`src/rtl/traffic_light_monitor.sv`:
```
// Passive observer of the two-road light interface: decodes the lamp pair each clock,
// follows the P0..P3 phase sequence with per-phase dwell, and latches sticky fault flags.
module traffic_light_monitor #(
  parameter int unsigned T_GA  = 8,
  parameter int unsigned T_YA  = 3,
  parameter int unsigned T_GB  = 10,
  parameter int unsigned T_YB  = 3,
  parameter int unsigned CNT_W = 5,
  parameter int unsigned CYC_W = 16
) (
  input  logic             clk,
  input  logic             rstn,
  input  logic [2:0]       lightA,
  input  logic [2:0]       lightB,
  input  logic             clr,
  output logic [1:0]       phase,
  output logic             phase_vld,
  output logic [3:0]       err_flags,
  output logic             fault,
  output logic [CYC_W-1:0] cycle_cnt
);

  typedef enum logic [1:0] {
    ST_SYNC  = 2'd0,
    ST_RUN   = 2'd1,
    ST_FAULT = 2'd2
  } state_t;

  localparam logic [2:0] LAMP_R = 3'b100;
  localparam logic [2:0] LAMP_Y = 3'b010;
  localparam logic [2:0] LAMP_G = 3'b001;

  localparam logic [3:0] ERR_PATTERN = 4'b0001;
  localparam logic [3:0] ERR_ORDER   = 4'b0010;
  localparam logic [3:0] ERR_SHORT   = 4'b0100;
  localparam logic [3:0] ERR_LONG    = 4'b1000;

  // Returns {legal, phase}; anything outside the four phase pairs is illegal.
  function automatic logic [2:0] decode(input logic [2:0] a, input logic [2:0] b);
    logic [2:0] res;
    res = 3'b000;
    case ({a, b})
      {LAMP_G, LAMP_R}: res = 3'b100;
      {LAMP_Y, LAMP_R}: res = 3'b101;
      {LAMP_R, LAMP_G}: res = 3'b110;
      {LAMP_R, LAMP_Y}: res = 3'b111;
      default:          res = 3'b000;
    endcase
    return res;
  endfunction

  function automatic logic [CNT_W-1:0] dwell_limit(input logic [1:0] p);
    logic [CNT_W-1:0] lim;
    lim = '0;
    case (p)
      2'd0:    lim = CNT_W'(T_GA);
      2'd1:    lim = CNT_W'(T_YA);
      2'd2:    lim = CNT_W'(T_GB);
      2'd3:    lim = CNT_W'(T_YB);
      default: lim = CNT_W'(T_GA);
    endcase
    return lim;
  endfunction

  state_t           state_r, state_s;
  logic [1:0]       phase_r, phase_s;
  logic [CNT_W-1:0] dwell_r, dwell_s;
  logic             first_r, first_s;
  logic [3:0]       err_r, err_s;
  logic [CYC_W-1:0] cyc_r, cyc_s;
  logic             vld_r, vld_s;
  logic             fault_r, fault_s;
  logic [2:0]       dec_s;
  logic [1:0]       nxt_phase_s;
  logic [CNT_W-1:0] limit_s;

  // State and tracking registers; every output is taken straight from here.
  always_ff @(posedge clk or negedge rstn) begin
    if (!rstn) begin
      state_r <= ST_SYNC;
      phase_r <= 2'd0;
      dwell_r <= '0;
      first_r <= 1'b0;
      err_r   <= 4'b0000;
      cyc_r   <= '0;
      vld_r   <= 1'b0;
      fault_r <= 1'b0;
    end else begin
      state_r <= state_s;
      phase_r <= phase_s;
      dwell_r <= dwell_s;
      first_r <= first_s;
      err_r   <= err_s;
      cyc_r   <= cyc_s;
      vld_r   <= vld_s;
      fault_r <= fault_s;
    end
  end

  // Next-state: phase tracking, dwell checks and flag latching; clr overrides all.
  always_comb begin
    state_s     = state_r;
    phase_s     = phase_r;
    dwell_s     = dwell_r;
    first_s     = first_r;
    err_s       = err_r;
    cyc_s       = cyc_r;
    dec_s       = decode(lightA, lightB);
    nxt_phase_s = phase_r + 2'd1;
    // The first phase after lock gets one extra cycle for the controller's reset value.
    limit_s     = dwell_limit(phase_r) + {{(CNT_W-1){1'b0}}, first_r};
    if (clr) begin
      state_s = ST_SYNC;
      err_s   = 4'b0000;
      cyc_s   = '0;
      dwell_s = '0;
    end else begin
      case (state_r)
        ST_SYNC: begin
          if (dec_s[2]) begin
            state_s = ST_RUN;
            phase_s = dec_s[1:0];
            dwell_s = {{(CNT_W-1){1'b0}}, 1'b1};
            first_s = 1'b1;
          end else begin
            state_s = ST_SYNC;
          end
        end
        ST_RUN: begin
          if (!dec_s[2]) begin
            err_s   = err_r | ERR_PATTERN;
            state_s = ST_FAULT;
          end else if (dec_s[1:0] == phase_r) begin
            if (dwell_r == limit_s) begin
              err_s   = err_r | ERR_LONG;
              state_s = ST_FAULT;
            end else begin
              dwell_s = dwell_r + {{(CNT_W-1){1'b0}}, 1'b1};
            end
          end else if (dec_s[1:0] == nxt_phase_s) begin
            if (!first_r && (dwell_r != dwell_limit(phase_r))) begin
              err_s   = err_r | ERR_SHORT;
              state_s = ST_FAULT;
            end else begin
              phase_s = nxt_phase_s;
              dwell_s = {{(CNT_W-1){1'b0}}, 1'b1};
              first_s = 1'b0;
              if (phase_r == 2'd3) begin
                cyc_s = cyc_r + {{(CYC_W-1){1'b0}}, 1'b1};
              end else begin
                cyc_s = cyc_r;
              end
            end
          end else begin
            err_s   = err_r | ERR_ORDER;
            state_s = ST_FAULT;
          end
        end
        ST_FAULT: state_s = ST_FAULT;
        default:  state_s = ST_SYNC;
      endcase
    end
  end

  // Output decode from the next state so the flags register alongside it.
  always_comb begin
    vld_s   = 1'b0;
    fault_s = 1'b0;
    case (state_s)
      ST_RUN:   vld_s   = 1'b1;
      ST_FAULT: fault_s = 1'b1;
      default: begin
        vld_s   = 1'b0;
        fault_s = 1'b0;
      end
    endcase
  end

  assign phase     = phase_r;
  assign phase_vld = vld_r;
  assign err_flags = err_r;
  assign fault     = fault_r;
  assign cycle_cnt = cyc_r;

endmodule

```
`config.mk`:
```
export PLATFORM = sky130hd
export DESIGN_NAME = traffic_light_monitor
export DESIGN_NICKNAME = d
export VERILOG_FILES = /design/src/rtl/traffic_light_monitor.sv
export SDC_FILE = /design/constraint.sdc
export NUM_CORES = 1
export LEC_CHECK = 0
export BUFFER_PORTS_ARGS = -buffer_cell sky130_fd_sc_hd__buf_4
export CAP_MARGIN = 20
export CORE_MARGIN = 4
export CORE_UTILIZATION = 35
export DETAILED_ROUTE_END_ITERATION = 8
export HOLD_SLACK_MARGIN = 0.1
export PLACE_DENSITY_LB_ADDON = 0.12
export SETUP_SLACK_MARGIN = 0.2
export SYNTH_ARGS = -nofsm -noshare
export SYNTH_HDL_FRONTEND = slang
export SYNTH_SLANG_ARGS = --single-unit
export TNS_END_PERCENT = 5
```
`constraint.sdc`:
```
create_clock -name clk -period 2.73 [get_ports clk]
set_input_delay 0.273 -clock clk [delete_from_list [all_inputs] [get_ports clk]]
set_output_delay 0.273 -clock clk [all_outputs]
set_load 0.05 [all_outputs]
```
# Word-level counts from Yosys, hierarchy flattened
# Index checks and enable logic that the tools add are counted.
# classes
shift,0
reduce_logical,21
div,0
n_addsub,4
n_eq_ne,29
magnitude_cmp,0
multipliers,0
mux,51
bitwise_logic,1
# ops
cell,n
16-bit two-way mux,7
5-bit two-way mux,12
4-bit two-way mux,6
2-bit two-way mux,11
"2-bit != test, second input constant",9
"16-bit by 1-bit adder with 16-bit output, second input constant",1
2-bit nonzero test,8
5-bit case mux with 3 select lines,1
"6-bit == test, second input constant",2
"4-bit != test, second input constant",3
3-bit case mux with 4 select lines,1
6-bit AND reduction,2
5-bit case mux with 2 select lines,1
"2-bit == test, second input constant",4
1-bit two-way mux,8
4-bit AND reduction,2
7-bit AND reduction,1
"2-bit by 1-bit == test with 1-bit output, second input constant",3
"6-bit by 4-bit == test with 1-bit output, second input constant",1
"6-bit by 5-bit == test with 1-bit output, second input constant",1
"3-bit != test, second input constant",2
2-bit case mux with 3 select lines,1
5-bit by 1-bit adder with 5-bit output,1
"5-bit by 1-bit adder with 5-bit output, second input constant",1
other kinds (15),17
# totals
memories,0
latchBits,0
out_inout_bits,24
register_bits,32
wordCells,117
inputBits,9
romBits,0
mem_bits_rw,0

# Longest topological paths before layout
# Gate-level depths: netlist (run 1).
# logic_depth
ltp_word,18
depth_mapped,12
ltp_nobuf,11

# Worst setup path before layout (run 1)
# No wires, ideal clock.
# synth_path
path_kind,register -> register
start,register phase_r[0] (netlist: phase[0])
end,register cyc_r[15] (netlist: cycle_cnt[15])
t_required_ns,2.652
arrival_time_ns,3.003
synth_period_minus_slack_ns,3.082
stages_incl_launch_ff,10
n_path_buf,1
setup_time_ns,0.078
path_slack_ns,-0.352
path_cell_list,dfrtp_1 -> inv_1 -> ha_1 -> or4b_1 -> nand3_2 -> a31oi_4 -> or4_1 -> buf_2 -> or3_1 -> a21oi_1
# synth_between
elab_chain_cells,12
word_cells_on_any_way,21
classes_between,add/sub: 1; eq/ne: 8; mux: 6; reduce/logical: 6
# synth_lines
item,line,text
from (decl),66,"logic [1:0] phase_r, phase_s;"
from (signal assigned),90,phase_r <= phase_s;
2-bit == test / 2-bit by 1-bit == test with 1-bit output (equally long branches),"55, 148",
2-bit OR reduction (no line),--,
5-bit case mux with 3 select lines,55,case (p)
5-bit two-way mux,140,end else if (dec_s[1:0] == nxt_phase_s) begin
5-bit two-way mux,133,end else if (dec_s[1:0] == phase_r) begin
5-bit two-way mux,130,if (!dec_s[2]) begin
5-bit two-way mux,118,case (state_r)
5-bit two-way mux,112,if (clr) begin
5-bit != test,141,if (!first_r && (dwell_r != dwell_limit(phase_r))) begin
1-bit logical AND,141,
2-bit != test (no line),--,
6-bit AND reduction (no line) (*),--,
to (signal assigned),94,cyc_r <= cyc_s;
to (decl),70,"logic [CYC_W-1:0] cyc_r, cyc_s;"
# Every way passes the cells marked *; elsewhere a longest branch is shown, timed or not. The select of a mux whose other input is x is not followed.
# A chain may end at the register's enable or synchronous reset.

# Final worst setup path (run 1)
# layout_path
start,register phase_r[0] (netlist: phase[0])
end,register cyc_r[6] (netlist: cycle_cnt[6])
# Same word-level chain as after synthesis.

==> results.toml, run 1 <==
[setup_path]
crit_chain = "inv_6, ha_4, or4b_1, nand3_2, a31oi_4, or4_4, or3_1, a21oi_1"
cp_max_fo = 8
cp.arrival_ns = 2.79
required_ns = 2.95
critPathSlowestCell = "or4_4"
path_class = "reg2reg"
critPathLaunchType = "flip-flop"
slowest_delay_ns = 0.55
end_kind = "flip-flop"

[sta]
slew_violations = 0
max_freq_mhz = 388
tns_ns = 0
tightest_slew_ns = 0.463
setup_slack_ns = 0.153
setup_violations = 0
slew_headroom_pct = 68.7
finalHoldViolations = 0
fin_crit_sh_pct = 94.4
finClkSkew_ns = 0.00655
fin_crit_ns = 2.58
rsz0062_at_grt = "true"

[final_layout]
final_cell_mix = "buf_4, dfrtp_1, a21oi_1"
diodes = 0
drive_gt1_share_pct = 32.5
area.growth.synth_to_final_pct = 31.1
final_common_cell = "buf_4"
final_nets = 292

[route]
vias = 1934
postRouteAntennaNets = 0
totalWireLength_um = 5270
drc = 0
drt-vias-per-instance = 5.54
first_pass_iters = 6
drtIter0Drc = 81
wire_per_inst_um = 15.1

[run_status]
status = "complete, no violations"

[power]
peakVddDrop_mv = 0.283
p_comb_share_pct = 35.6
pwr-share-clk_pct = 29.8
cellLeakagePower_nw = 1.13
powerDensity_nw_per_um2 = 573
p_seq_share_pct = 34.6
internal_power_w = 0.00103
sw_frac_of_total_pct = 33.8
power_switching_w = 0.000526

[cts]
max-clock-path-buffers = 2
cts.clk_slew.worst_paths_ns = 0.08
clk_latency_ns = 0.29
cts_tree = "yes"
htree_levels = 2
cts_buffers = 5
cts_root_buffer = "clkbuf_8"
clock-sinks = 32

[synthesis]
yosysWarnings = 0
synth.area.top_cells = "dfrtp_1, a21oi_1, or3_1"
syn_inst = 225
synth-edff-count = 0
synth_seq_cells = 32
yosys.area.top_type_share_pct = 38.7
ys_seq_area_share_pct = 38.7
yosys.area.top_type = "dfrtp_1"
syn_area_per_cell_um2 = 9.20
syn-cell-area_um2 = 2070
synth_ff_type = "dfrtp_1"
ys_async_sr_fraction_pct = 100
syn_nets = 241
synth_cell_types = 59

[floorplan]
start_util_pct = 36.9
io_pins = 33
rows = 27
fp.dieH_um = 84.9
die-area_um2 = 7210
core_area_um2 = 5610
die_w_um = 84.9

[placement]
port_buffers = 32
pre_cts_slack_ns = 0.0456
dpl.hpwl_um = 3700
place.gp.congestion = 0.761

[global_route]
grt_first_pass_wirelength_um = 9040
grt.met2_usage_pct = 24.6
top_usage_layer = "met2"
grt_max_degree = 34
grt_pass1_vias = 1896
use_met3_pct = 4.66
grt_util_met1_pct = 20.2
gr-usage-all-layers_pct = 15.4
grt_overflow = 0
antenna_found_initial = 0

[worst_hold_path]
hold_path.class = "in2reg"

[run]
max_cap_viol_count = 0
-- layout make-up --
type / instances / area, um^2
timing repair buffer: 54 / 405
tap: 72 / 90.1
fill: 553 / 2890
multi-input combinational: 173 / 1260
clock inverter: 3 / 42.5
sequential: 32 / 806
inverter: 10 / 42.5
clock buffer: 5 / 68.8
-- cells in the mapped netlist, types with 3 or more instances --
cell and instances:
dfrtp_1 32, a21oi_1 21, nor2_1 17, or3_1 15, o21ai_1 13, inv_1 10
nand3_1 10, nand2_1 8, nor3_1 8, ha_1 7, o21ai_0 5, clkbuf_1 4
nand2b_1 4, nand4b_1 4, and3_1 3, buf_2 3, nand4_1 3, nor4_1 3
or4_1 3, xnor2_1 3
-- registers in the layout, indices dropped and copies added, names as in the netlist --
signal / flops
phase_vld: 1
dwell_r: 5
err_flags: 4
phase: 2
first_r: 1
cycle_cnt: 16
state_r: 2
fault: 1
-- path summary, 6_finish.rpt --
kind / start / end / slack [ns] / cells past startpoint
setup / recovery: phase[0] / cycle_cnt[6] / 0.15 / 8
max in group asynchronous: rstn / phase[0] / 1.93 / 2
hold / removal: clr / cycle_cnt[0] / 0.39 / 2
min in group asynchronous: rstn / cycle_cnt[9] / 0.46 / 2
hold reg to reg: state_r[0] / first_r / 0.47 / 1
setup reg to reg: phase[0] / cycle_cnt[6] / 0.15 / 8
-- critical path, delay by kind of cell, from the launching register on --
kind	cells	cell delay, ns
buffers and inverters	1	0.06
and+or+nand+nor	4	1.57
adders and majority gates	1	0.16
DFF	1	0.48
AOI/OAI and AO/OA	2	0.25
-- cells by family (layout without fill, tap and decap cells) --
| kind of cell | Yosys count | after routing | share of synthesized area (%) |
|---|---|---|---|
| AND/OR/NAND/NOR | 92 | 92 | 26.2 |
| AO/OA/AOI/OAI | 67 | 67 | 22.8 |
| flip-flops | 32 | 32 | 38.7 |
| buffers and inverters | 20 | 72 | 4.71 |
| adder cells (fa/ha/maj) | 7 | 7 | 4.23 |
| XOR/XNOR | 6 | 6 | 2.90 |
| multiplexers | 1 | 1 | 0.483 |
-- what timing repair did --
action	4_1_cts	5_1_grt
hold buffers	1	0
pin swaps	5	8
resized for setup	8	6
buffers inserted	7	0
cloned	1	0
endpoints found under the setup margin	20	23
hold endpoints to repair	32	0
-- routing by layer --
metal  vias to the layer above  part of all wire (%)
met5                         -                     0
met4                         0                  0.91
met3                         5                   4.9
met2                        38                    45
met1                       936                    49
li1                        955                     -
-- power groups by stage --
stage	clock, W	sequential, W	combinational [W]
CTS	0.000479	0.000531	0.000532
finish	0.000464	0.000538	0.000554
global placement	0	0.000542	0.000455
global route	0.000499	0.000540	0.000601
detailed placement	0	0.000543	0.000454
floorplan	0	0.000574	0.000280
-- metrics by stage --
stage	area, um^2	total power (W)	hold slack, ns	utilization (%)	std cells
final	2710	0.00156	0.386	48.4	349
after detailed placement	2470	0.000997	0.253	44.1	332
after floorplan	2110	0.000855	-0.0226	-	225
after global routing	2710	0.00164	0.390	48.4	349
after global placement	2470	0.000997	0.256	44.1	332
after CTS	2680	0.00154	0.378	47.8	349
(Power assumes the default switching activity.)
==> run 2, diff against run 1 <==
--- a/config.mk
+++ b/config.mk
@@ -7,12 +7,13 @@
 export LEC_CHECK = 0
 export BUFFER_PORTS_ARGS = -buffer_cell sky130_fd_sc_hd__buf_4
 export CAP_MARGIN = 20
-export CORE_MARGIN = 4
+export CORE_MARGIN = 5
 export CORE_UTILIZATION = 35
 export DETAILED_ROUTE_END_ITERATION = 8
 export HOLD_SLACK_MARGIN = 0.1
 export PLACE_DENSITY_LB_ADDON = 0.12
 export SETUP_SLACK_MARGIN = 0.2
+export SKIP_LAST_GASP = 1
 export SYNTH_ARGS = -nofsm -noshare
 export SYNTH_HDL_FRONTEND = slang
 export SYNTH_SLANG_ARGS = --single-unit
==> results.toml, run 2 (synthesis results as in run 1) <==
[run_status]
status = "complete, no violations"

[power]
p_seq_share_pct = 33.9
powerDensity_nw_per_um2 = 564
internal_power_w = 0.00106
sw_frac_of_total_pct = 33.8
cellLeakagePower_nw = 1.19
power_switching_w = 0.000540
pwr-share-clk_pct = 29.2
peakVddDrop_mv = 0.328
p_comb_share_pct = 36.8

[sta]
setup_violations = 0
max_freq_mhz = 390
fin_crit_sh_pct = 94.0
timing.hold.ws_ns = 0.406
tns_ns = 0
tightest_slew_ns = 0.491
fin_crit_ns = 2.57
finClkSkew_ns = 0.0105
finalHoldViolations = 0
slew_headroom_pct = 67.2
rsz0062_at_grt = "true"
slew_violations = 0
setup_slack_ns = 0.165

[cts]
clk_latency_ns = 0.29
clock-sinks = 32
htree_levels = 2
cts_buffers = 5
max-clock-path-buffers = 2
cts_tree = "yes"
cts_root_buffer = "clkbuf_8"
cts.clk_slew.worst_paths_ns = 0.07

[final_layout]
fin_util_pct = 48.3
final_nets = 301
fillCellCount = 552
multiInputGateArea_um2 = 1290
largest_reg_flops = 16
final_cell_mix = "buf_4, dfrtp_1, a21oi_1"
drive_gt1_share_pct = 36.4
final_cell_area_um2 = 2830
final_common_cell = "buf_4"
final-seq-area_um2 = 806
diodes = 0
area.growth.synth_to_final_pct = 36.6

[route]
vias = 1952
wire_per_inst_um = 14.9
totalWireLength_um = 5380
first_pass_iters = 4
postRouteAntennaNets = 0
drt-vias-per-instance = 5.41
drtIter0Drc = 60
drc = 0

[placement]
place.gp.congestion = 0.785
port_buffers = 32
dpl.hpwl_um = 3700
place_area_um2 = 2510
pre_cts_slack_ns = 0.0578

[global_route]
gr-usage-all-layers_pct = 14.9
antenna_found_initial = 0
grt_overflow = 0
grt_pass1_vias = 1897
grt_first_pass_wirelength_um = 8960
grt_max_degree = 34

[setup_path]
crit_chain = "inv_6, ha_4, or4b_1, nand3_2, a31oi_4, or4_4, or3_4, a21oi_2"
critPathSlowestCell = "or4_4"
critPathLaunchType = "flip-flop"
slowest_delay_ns = 0.56
end_kind = "flip-flop"
reg2reg_slack_ns = 0.16
reg2regPathDepth = 8
cp.arrival_ns = 2.78
path_class = "reg2reg"
required_ns = 2.95
cp_max_fo = 8

[floorplan]
start_util_pct = 35.4
fp.dieH_um = 86.9
die_w_um = 86.9
die-area_um2 = 7560
rows = 28
io_pins = 33
core_area_um2 = 5850

[worst_hold_path]
hold_path.class = "in2reg"
holdPathStages = 2

[run]
max_cap_viol_count = 0
-- run 2: cell count changes in the layout (fill, tap and decap cells not counted), sizes merged --
cell / change
buf: +9
-- run 2: through the flow --
step	total power (W)	instances
floorplan	0.000855	225
global placement	0.00101	340
detailed placement	0.00100	340
CTS	0.00158	360
global route	0.00167	361
finish	0.00160	361
-- run 2: metal layers --
layer  vias to the layer above  part of all wire (%)  track usage (%)
met5                         -                     0                0
met4                         0                   1.2             3.82
met3                         8                   4.0             2.93
li1                        967                     -                -
met2                        38                    47             24.2
met1                       939                    48             20.3
-- run 2: worst paths after layout --
path / to / from
max: cycle_cnt[3] / phase[0]
min: err_flags[0] / clr
max reg2reg: cycle_cnt[3] / phase[0]
min reg2reg: first_r / state_r[0]
max in group asynchronous: phase[0] / rstn
min in group asynchronous: phase[0] / rstn
-- run 2: power groups by stage --
| stage | logic, W | registers, W | clock network, W |
|---|---|---|---|
| floorplan | 0.000280 | 0.000574 | 0 |
| detailed placement | 0.000461 | 0.000541 | 0 |
| global placement | 0.000468 | 0.000541 | 0 |
| finish | 0.000588 | 0.000542 | 0.000467 |
| global route | 0.000628 | 0.000547 | 0.000495 |
| CTS | 0.000565 | 0.000536 | 0.000476 |
-- run 2: layout make-up --
| class | instances | share of cell area, % |
|---|---|---|
| Clock buffer | 5 | 2.43 |
| Clock inverter | 3 | 1.50 |
| Inverter | 10 | 1.59 |
| Multi-Input combinational cell | 173 | 45.7 |
| Sequential cell | 32 | 28.5 |
| Tap cell | 75 | 3.32 |
| Timing Repair Buffer | 63 | 17.0 |
-- run 2: critical path, delay by kind of cell, from the launching register on --
family,cells,cell delay (ns)
DFF,1,0.49
buffers and inverters,1,0.06
AOI/OAI and AO/OA,2,0.24
and+or+nand+nor,4,1.55
adders and majority gates,1,0.16
-- run 2: timing repair --
item,CTS,global route
hold buffers,1,0
buffers inserted,10,1
gates resized for setup,12,10
pin swaps,12,8
setup endpoints to repair,19,23
endpoints found under the hold margin,32,0
cloned,1,0
